[src/rtl/rom_access_arbiter.sv]
// rom_access_arbiter: shares one program ROM between the CPU fetch port and
// the debug/monitor port. Each read runs IDLE -> ACCESS -> DONE: rom_ce_bar is
// held low for AccessCycles cycles, the data is captured into rd_data, and the
// granted requester gets a one-cycle valid pulse. All outputs are registered.
// Build option: define ROM_ARB_RR_EN for round-robin arbitration on ties;
// otherwise the CPU has fixed priority.
module rom_access_arbiter #(
  parameter int WordSize     = 8,
  parameter int AddressSize  = 4,
  parameter int AccessCycles = 1
) (
  input  logic                   clk,
  input  logic                   clr,
  input  logic                   cpu_req,
  input  logic [AddressSize-1:0] cpu_addr,
  output logic                   cpu_gnt,
  output logic                   cpu_valid,
  input  logic                   dbg_req,
  input  logic [AddressSize-1:0] dbg_addr,
  output logic                   dbg_gnt,
  output logic                   dbg_valid,
  output logic [WordSize-1:0]    rd_data,
  output logic                   rom_ce_bar,
  output logic [AddressSize-1:0] rom_addr,
  input  logic [WordSize-1:0]    rom_data
);

  typedef enum logic [1:0] {
    S_IDLE   = 2'd0,
    S_ACCESS = 2'd1,
    S_DONE   = 2'd2
  } state_t;

  typedef enum logic {
    OWN_CPU = 1'b0,
    OWN_DBG = 1'b1
  } owner_t;

  localparam int CntW = (AccessCycles > 1) ? $clog2(AccessCycles) : 1;
  localparam logic [CntW-1:0] CntLast = CntW'(AccessCycles - 1);

  state_t                 state_q, state_d;
  owner_t                 owner_q, owner_d;
  logic [CntW-1:0]        cnt_q, cnt_d;
  logic                   rom_ce_bar_q, rom_ce_bar_d;
  logic [AddressSize-1:0] rom_addr_q, rom_addr_d;
  logic [WordSize-1:0]    rd_data_q, rd_data_d;
  logic                   cpu_gnt_q, cpu_gnt_d;
  logic                   dbg_gnt_q, dbg_gnt_d;
  logic                   cpu_valid_q, cpu_valid_d;
  logic                   dbg_valid_q, dbg_valid_d;
  owner_t                 winner;
`ifdef ROM_ARB_RR_EN
  owner_t                 rr_last_q, rr_last_d;
`endif

  // Select the requester that wins if a grant is issued this cycle
  always_comb begin
    winner = OWN_CPU;
`ifdef ROM_ARB_RR_EN
    if (cpu_req && dbg_req) begin
      winner = (rr_last_q == OWN_CPU) ? OWN_DBG : OWN_CPU;
    end else if (dbg_req) begin
      winner = OWN_DBG;
    end
`else
    if (!cpu_req && dbg_req) begin
      winner = OWN_DBG;
    end
`endif
  end

  // Next-state and registered-output logic for the access sequencer
  always_comb begin
    state_d      = state_q;
    owner_d      = owner_q;
    cnt_d        = cnt_q;
    rom_ce_bar_d = 1'b1;
    rom_addr_d   = rom_addr_q;
    rd_data_d    = rd_data_q;
    cpu_gnt_d    = 1'b0;
    dbg_gnt_d    = 1'b0;
    cpu_valid_d  = 1'b0;
    dbg_valid_d  = 1'b0;
`ifdef ROM_ARB_RR_EN
    rr_last_d    = rr_last_q;
`endif
    case (state_q)
      S_IDLE: begin
        if (cpu_req || dbg_req) begin
          state_d      = S_ACCESS;
          owner_d      = winner;
          cnt_d        = '0;
          rom_ce_bar_d = 1'b0;
          rom_addr_d   = (winner == OWN_CPU) ? cpu_addr : dbg_addr;
          cpu_gnt_d    = (winner == OWN_CPU);
          dbg_gnt_d    = (winner == OWN_DBG);
`ifdef ROM_ARB_RR_EN
          rr_last_d    = winner;
`endif
        end
      end
      S_ACCESS: begin
        if (cnt_q == CntLast) begin
          state_d     = S_DONE;
          cnt_d       = '0;
          rd_data_d   = rom_data;
          cpu_valid_d = (owner_q == OWN_CPU);
          dbg_valid_d = (owner_q == OWN_DBG);
        end else begin
          cnt_d        = cnt_q + CntW'(1);
          rom_ce_bar_d = 1'b0;
        end
      end
      S_DONE: begin
        state_d = S_IDLE;
      end
      default: begin
        state_d = S_IDLE;
      end
    endcase
  end

  // State and output registers, cleared asynchronously by clr
  always_ff @(posedge clk or posedge clr) begin
    if (clr) begin
      state_q      <= S_IDLE;
      owner_q      <= OWN_CPU;
      cnt_q        <= '0;
      rom_ce_bar_q <= 1'b1;
      rom_addr_q   <= '0;
      rd_data_q    <= '0;
      cpu_gnt_q    <= 1'b0;
      dbg_gnt_q    <= 1'b0;
      cpu_valid_q  <= 1'b0;
      dbg_valid_q  <= 1'b0;
`ifdef ROM_ARB_RR_EN
      rr_last_q    <= OWN_DBG;
`endif
    end else begin
      state_q      <= state_d;
      owner_q      <= owner_d;
      cnt_q        <= cnt_d;
      rom_ce_bar_q <= rom_ce_bar_d;
      rom_addr_q   <= rom_addr_d;
      rd_data_q    <= rd_data_d;
      cpu_gnt_q    <= cpu_gnt_d;
      dbg_gnt_q    <= dbg_gnt_d;
      cpu_valid_q  <= cpu_valid_d;
      dbg_valid_q  <= dbg_valid_d;
`ifdef ROM_ARB_RR_EN
      rr_last_q    <= rr_last_d;
`endif
    end
  end

  assign cpu_gnt    = cpu_gnt_q;
  assign dbg_gnt    = dbg_gnt_q;
  assign cpu_valid  = cpu_valid_q;
  assign dbg_valid  = dbg_valid_q;
  assign rd_data    = rd_data_q;
  assign rom_ce_bar = rom_ce_bar_q;
  assign rom_addr   = rom_addr_q;

endmodule
[config.mk]
export PLATFORM = sky130hd
export DESIGN_NAME = rom_access_arbiter
export DESIGN_NICKNAME = d
export VERILOG_FILES = /design/src/rtl/rom_access_arbiter.sv
export SDC_FILE = /design/constraint.sdc
export NUM_CORES = 1
export LEC_CHECK = 0
export ABC_CLOCK_PERIOD_IN_PS = 2500
export BUFFER_PORTS_ARGS = -buffer_cell sky130_fd_sc_hd__buf_2
export CAP_MARGIN = 20
export CORE_ASPECT_RATIO = 1.1
export CORE_MARGIN = 2
export CORE_UTILIZATION = 47
export DETAILED_ROUTE_END_ITERATION = 12
export GPL_ROUTABILITY_DRIVEN = 1
export PLACE_DENSITY = 0.84
export SETUP_SLACK_MARGIN = 0.15
export SYNTH_ARGS = -nofsm -noshare
export SYNTH_HDL_FRONTEND = slang
export SYNTH_SLANG_ARGS = --single-unit
[constraint.sdc]
create_clock -name clk -period 2.5 [get_ports clk]
set_input_delay 0.375 -clock clk [delete_from_list [all_inputs] [get_ports clk]]
set_output_delay 0.375 -clock clk [all_outputs]
set_load 0.02 [all_outputs]
**Yosys cells after proc, flatten, opt, wreduce, memory -nomap -nowiden**

Index checks and enable logic that the tools add are counted.

- $add $sub $neg: 1
- $mul: 0
- Div/mod/pow operators: 0
- $lt $le $gt $ge: 0
- Equal/unequal tests: 3
- Shift operators: 0
- Mux-type cells: 19
- Bitwise operators: 3
- Reduce and logical (&&, ||, !) cells: 9

Operators with widths:

| cell | number |
|---|---|
| 2-to-1 mux 1 bit | 13 |
| AND reduction 2 bit | 4 |
| 2-to-1 mux 2 bit | 2 |
| 2-to-1 mux 4 bit | 1 |
| inequality test 2 bit, second input constant | 2 |
| one-hot mux 1 bit (2 select lines) | 2 |
| one-hot mux 2 bit (2 select lines) | 1 |
| inverter 1 bit | 3 |
| == test 2 x 1 -> 1 bit, second input constant | 1 |
| zero test 2 bit | 1 |
| nonzero test 2 bit | 1 |
| adder 1 bit, second input constant | 1 |
| logical AND 1 bit | 1 |
| zero test 1 bit | 1 |
| logical OR 1 bit | 1 |

- Register bits after elaboration: 21
- Latch bits: 0
- RAM bits: 0
- Memory bits (read-only): 0
- Input bits: 20
- Output and inout port bits: 17
- Logic and storage cells: 45
- Memories: 0

**Depth between registers and ports, before layout**

Gate-level depths: netlist of the first run.

- Word-level depth: 6
- Mapped depth: 4
- Gate-level depth less buffers: 3

**Least setup slack after synthesis of the first run**

Ideal clock, no wire load.

- Path type: in2reg
- From: input dbg_req
- To: register rom_addr_q[0] (netlist: rom_addr[0])
- Library setup time: 125 ps
- Arrival time: 1112 ps
- Required time: 2375 ps
- Path slack: 1263 ps
- Cell stages on the path: 3
- Buffers on the path: 0
- Path through: nor2b_4 mux2_1 mux2_2

- Cells in the longest elaborated chain, start to end: 3
- Elaborated cells between the ends (all ways): 5
- Those cells by class: 2 x mux; 3 x reduce/logical

RTL lines:

| what | line | source |
|---|---|---|
| from (decl) | 18 | `input logic dbg_req,` |
| logical AND 1 bit | 67 | `if (!cpu_req && dbg_req) begin` |
| 2-to-1 mux 1 bit | 67 |  |
| 2-to-1 mux 4 bit | 95 | `rom_addr_d = (winner == OWN_CPU) ? cpu_addr : dbg_addr;` |
| to (signal assigned) | 145 | `rom_addr_q <= rom_addr_d;` |
| to (decl) | 46 | `logic [AddressSize-1:0] rom_addr_q, rom_addr_d;` |

Parallel ways exist; a longest one is shown, timed or not.
A chain may end at the register's enable or synchronous reset.

**Worst setup path in the final report of the first run**

- From: register rom_ce_bar_q (netlist: rom_ce_bar)
- To: output rom_ce_bar

RTL lines:

| what | line | source |
|---|---|---|
| from (decl) | 45 | `logic rom_ce_bar_q, rom_ce_bar_d;` |
| from (signal assigned) | 144 | `rom_ce_bar_q <= rom_ce_bar_d;` |
| to (decl) | 23 | `output logic rom_ce_bar,` |

No word-level cell between the ends.

==> results of run 1 <==
[sequential cells by signal, summed over array words and instances, names as in the netlist]
| register | count |
|---|---|
| rd_data | 8 |
| rom_addr | 4 |
| state_q | 2 |
| cpu_gnt | 1 |
| cpu_valid | 1 |
| dbg_gnt | 1 |
| dbg_valid | 1 |
| owner_q | 1 |
| rom_ce_bar | 1 |
[worst max-delay path by stage]
stage	start	endpoint	slack [ps]	depth (start not counted)
after detailed placement	dbg_req	rom_addr[3]	1070	4
after CTS	rom_ce_bar	rom_ce_bar	1150	1
after global routing	rom_ce_bar	rom_ce_bar	1120	1
after floorplan	dbg_req	rom_addr[0]	1260	3
after global placement	dbg_req	rom_addr[0]	1120	4
final	rom_ce_bar	rom_ce_bar	1170	1
[cells by family after synthesis]
group / after synthesis / share of synthesized area [%]
AOI/OAI and AO/OA: 2 / 1.791
buffers and inverters: 4 / 2.117
DFF: 20 / 65.31
muxes: 16 / 23.94
and+or+nand+nor: 8 / 6.840
[stage by stage]
| step | utilization [%] | instance area (um2) |
|---|---|---|
| 3_5_place_dp | 61.93 | 964.7 |
| 6_report | 64.26 | 1001 |
| 4_1_cts | 64.26 | 1001 |
| 3_3_place_gp | 61.93 | 964.7 |
| 5_1_grt | 64.26 | 1001 |
| 2_1_floorplan | - | 768.2 |
[metal layers]
metal,GRT usage [%],routed length [um]
met4,3.750,0
met1,14.40,460
met3,3.529,104
met2,25.54,597
met5,0,0
[area by class of cell]
class	count	area (um2)	area share, %
timing repair buffer	36	180.2	18.00
tap	17	21.27	2.125
multi-input combinational	26	250.2	25.00
inverter	3	11.26	1.125
clock buffer	4	36.28	3.625
sequential	20	501.7	50.12
[worst register-to-register path: stages, from the launching register on]
cell	delay [ps]
dfrtp_1	360
nand2b_1	370
mux2_2	390
[synthesized netlist by cell type]
| master | number |
|---|---|
| and2_2 | 2 |
| nor2b_4 | 1 |
| and2_1 | 1 |
| inv_1 | 3 |
| buf_2 | 1 |
| nor2_1 | 3 |
| mux2_1 | 3 |
| mux2_4 | 1 |
| a21oi_1 | 1 |
| nand2b_1 | 1 |
| dfrtp_1 | 19 |
| o21ai_2 | 1 |
| mux2_2 | 12 |
| dfstp_2 | 1 |
[power by group through the flow]
stage | Clock, uW | Combinational [uW] | Sequential (uW)
finish | 176 | 564 | 539
global route | 197 | 610 | 558
CTS | 184 | 575 | 542
detailed placement | 0 | 574 | 549
global placement | 0 | 565 | 542
floorplan | 0 | 236 | 713
==> results.json, run 1 <==
{
  "regToRegStartpoint": "state_q[1]",
  "dp.cells": 102,
  "antenna_found_initial": 0,
  "clkTransAtPathRegs_ps": 100,
  "setup_slack_ps": 1167,
  "reg2reg_depth": 2,
  "drtIter0Drc": 2,
  "ys_ff_latch": 20,
  "ys_seq_area_share_pct": 65.31,
  "fmax_ghz": 0.7499,
  "rows": 15,
  "max_slew_margin_pct": 52.60,
  "power.density_mw_per_mm2": 1278,
  "cp_slowest_stage_delay_ps": 530,
  "slew_violations": 0,
  "r2r_end": "rd_data[1]",
  "whs_ps": 187.8,
  "final-hold-violation-count": 0,
  "cts_max_path_buffers": 2,
  "cts_setup_buffers": 0,
  "grtUsageTotal_pct": 13.23,
  "netlist.area_leader.share_pct": 61.89,
  "synth_area_leader_cell": "dfrtp_1",
  "routedWlPerCell_um": 10.95,
  "p_sw_uw": 462.9,
  "rsz0062_at_grt": "no",
  "outcome": "completed",
  "drtAntennaViolNets": 0,
  "htree_levels": 1,
  "vias": 509,
  "final_common_cell": "buf_2",
  "avgSynthCellArea_um2": 15.36,
  "route.detailed.drc": 0,
  "io_pins": 37,
  "fillerInstances": 135,
  "grt_pass1_wl_mm": 1.897,
  "first_pass_iters": 2,
  "crit_chain": "buf_2",
  "cts_resized": 0,
  "die-area_mm2": 0.001975,
  "stdcell_count": 106,
  "grt-ovfl-total": 0,
  "nNetsFinal": 110,
  "vias_per_cell": 4.802,
  "finalWirelength_mm": 1.161,
  "internal_power_uw": 816.7,
  "slowest_stage": "dfstp_2",
  "synth_area_leaders": "dfrtp_1 (62%), mux2_2 (18%), mux2_1 (4.4%), dfstp_2 (3.4%), and2_2 (2.0%)",
  "ys_types": 14,
  "leakage_uw": 0.0005249,
  "p_total_uw": 1280,
  "critical_path_buf_inv_count": 1,
  "arrival_ps": 960,
  "critPathLaunchType": "register",
  "tritoncts": "done",
  "grt_pass1_vias": 491,
  "crit_fanout": 1,
  "min_path_type": "in2async",
  "tightest_slew_ps": 710.2,
  "switching_share_pct": 36.17,
  "critPathCaptureType": "output port",
  "tns_ps": 0,
  "antenna_cells": 0,
  "layout_common_cells": "buf_2 (36), dfrtp_1 (19), mux2_2 (12)",
  "r2r_slack_ps": 1290,
  "clock_skew_ps": 0.8093,
  "drive_gt1_share_pct": 65.17,
  "ir_drop_mv": 0.6184,
  "dpl_worst_slack_ps": 1067,
  "setup_violations": 0,
  "crit_family": "flip-flops",
  "pwr-share-clk_pct": 13.8,
  "grt_max_degree": 21,
  "routabilityCongestion": 0.6111,
  "dp_hpwl_um": 957.7,
  "worstSkewPairLatency_ps": 280,
  "yosysWarnings": 0,
  "start_util_pct": 49.32,
  "synth_cells": 50,
  "p_seq_share_pct": 42.1,
  "io_buffers": 36,
  "cts.sinks": 20,
  "die_x_um": 42.55,
  "holdBufCountCts": 0,
  "min_period_ps": 1333,
  "power_frac_comb_pct": 44.1,
  "worstPathRequired_ps": 2120,
  "synth_fp_nets": 70,
  "critical_path_class": "reg2out",
  "cts_root_buf": "clkbuf_4",
  "numCtsBuffers": 3,
  "netlist_area_um2": 768.2,
  "area_growth_pct": 30.29,
  "core_mm2": 0.001558,
  "fp.dieH_um": 46.41,
  "period_share_pct": 53.34,
  "drv_cap": 0
}
(Power assumes the default switching activity.)
==> run 2: changes to the inputs <==
- ABC_CLOCK_PERIOD_IN_PS: 2500 -> 1400
- CORE_UTILIZATION: 47 -> 43
- PLACE_DENSITY: 0.84 -> 0.78
- clock period: 2.5 -> 1.4 ns (I/O delays scaled with it)
==> run 2 against run 1 <==
Final area increased by 4.0%. Register-to-register slack worse by 1000 ps. Critical path depth did not move. First-iteration DRC count rose to 3.0 times the previous value. Die area rose by 8.4%. Setup slack got worse by 960 ps. Cell count up 2.8%. Critical endpoint unchanged. Clock skew grew 3.0 ps. Sequential share of layout area is 1.9 points lower. Core utilization down 3.8 points. Highest routed layer unchanged. Combinational power increased by 83%.
==> results.json, run 2 (synthesis gave the netlist of run 1 again) <==
{
  "tns_ps": 0,
  "vias": 519,
  "tritoncts": "done",
  "antenna_cells": 0,
  "vias_per_cell": 4.761,
  "leakage_uw": 0.0005412,
  "arrival_ps": 980,
  "clkTransAtPathRegs_ps": 110,
  "final-hold-violation-count": 0,
  "rsz0062_at_grt": "no",
  "min_period_ps": 1191,
  "tightest_slew_ps": 426.1,
  "final_common_cell": "buf_2",
  "fp.dieH_um": 48.33,
  "setup_violations": 0,
  "ir_drop_mv": 1.398,
  "cts.sinks": 20,
  "numCtsBuffers": 3,
  "drive_gt1_share_pct": 67.03,
  "multi_input_area_um2": 255.2,
  "dpl_cell_area_um2": 973.4,
  "slowest_stage": "dfstp_2",
  "io_buffers": 36,
  "die-area_mm2": 0.002141,
  "grt_pass1_wl_mm": 2.208,
  "drtIter0Drc": 6,
  "grt-ovfl-total": 0,
  "critical_path_class": "reg2out",
  "worstPathRequired_ps": 1190,
  "finalWirelength_mm": 1.294,
  "min_path_type": "in2reg",
  "worstSkewPairLatency_ps": 300,
  "critPathLaunchType": "register",
  "critical_path_buf_inv_count": 1,
  "slew_violations": 0,
  "start_util_pct": 44.62,
  "io_pins": 37,
  "drtAntennaViolNets": 0,
  "routabilityCongestion": 0.6916,
  "cp_slowest_stage_delay_ps": 540,
  "max_slew_margin_pct": 71.56,
  "area_growth_pct": 35.51,
  "outcome": "completed",
  "drv_cap": 0,
  "power.density_mw_per_mm2": 2374,
  "cts_root_buf": "clkbuf_4",
  "crit_family": "flip-flops",
  "largest_register_ffs": 8,
  "crit_fanout": 1,
  "fillerInstances": 143,
  "final_area_mm2": 0.001041,
  "routedWlPerCell_um": 11.87,
  "crit_chain": "buf_2",
  "nNetsFinal": 112,
  "core_mm2": 0.001722,
  "first_pass_iters": 4,
  "whs_ps": 133.5,
  "layout_common_cells": "buf_2 (36), dfrtp_1 (19), mux2_2 (12)",
  "dp_hpwl_mm": 1.051,
  "rows": 16,
  "final-seq-area_um2": 501.7,
  "fmax_ghz": 0.8396,
  "die_x_um": 44.30,
  "htree_levels": 1,
  "clock_skew_ps": 3.826,
  "cts_max_path_buffers": 2,
  "period_share_pct": 85.08,
  "grt_pass1_vias": 519,
  "route.detailed.drc": 0,
  "critPathCaptureType": "output port",
  "grt_max_degree": 13,
  "grtUsageTotal_pct": 14.14,
  "antenna_found_initial": 0
}
-- run 2: cell count changes in the layout (fill, tap and decap cells not counted) --
cell	delta
nor2_2	+1
bufinv_16	+1
buf_4	+1
dlygate4sd3_1	+1
nor2_1	-1
clkbuf_8	-1
nand2b_1	-1
nand2b_2	+1
-- run 2: power breakdown --
group / leakage, uW / switching [uW] / internal (uW)
clock network: 0.0000279 / 171 / 289
registers: 0.000241 / 122 / 859
logic: 0.000272 / 576 / 454
total: 0.000541 / 869 / 1600
-- run 2: what timing repair did --
item / in CTS / in global routing
endpoints found under the hold margin: 10 / 0
gates cloned: 0 / 0
setup endpoints to repair: 2 / 4
gates resized for setup: 1 / 1
hold buffers: 1 / 0
buffers inserted: 0 / 0
-- run 2: metal layers --
layer  global-route usage, %  part of all wire, %  vias to the layer above
li1                        -                    -                      251
met5                       0                    0                        -
met4                   6.061                    0                        0
met2                   24.26                   59                       15
met3                   3.358                  4.7                        0
met1                   16.29                   36                      253
-- run 2: layout make-up --
class                           instances  area share (%)
Timing Repair Buffer                   38           18.99
Tap cell                               18           2.163
Clock buffer                            3           2.163
Sequential cell                        20           48.20
Inverter                                3           1.082
Multi-Input combinational cell         26           24.52
Clock inverter                          1           2.885
-- run 2: path summary, 6_finish.rpt --
kind | endpoint | from | cells after the start | slack (ps)
min in group asynchronous | rd_data[7] | clr | 3 | 440
max reg2reg | rd_data[4] | state_q[1] | 2 | 290
max in group asynchronous | rom_addr[0] | clr | 4 | 480
min | rd_data[7] | rom_data[7] | 2 | 130
max | rom_ce_bar | rom_ce_bar | 1 | 210
min reg2reg | cpu_valid | owner_q | 1 | 490
-- run 2: stage by stage --
stage	utilization [%]	worst slack (ps)	std cells	power [uW]
after floorplan	-	328.3	50	1696
after global placement	56.54	179.6	104	1992
after detailed placement	56.54	145.0	104	2029
after CTS	60.32	192.4	109	2504
after global routing	60.47	170.9	109	2634
final	60.47	208.9	109	2471
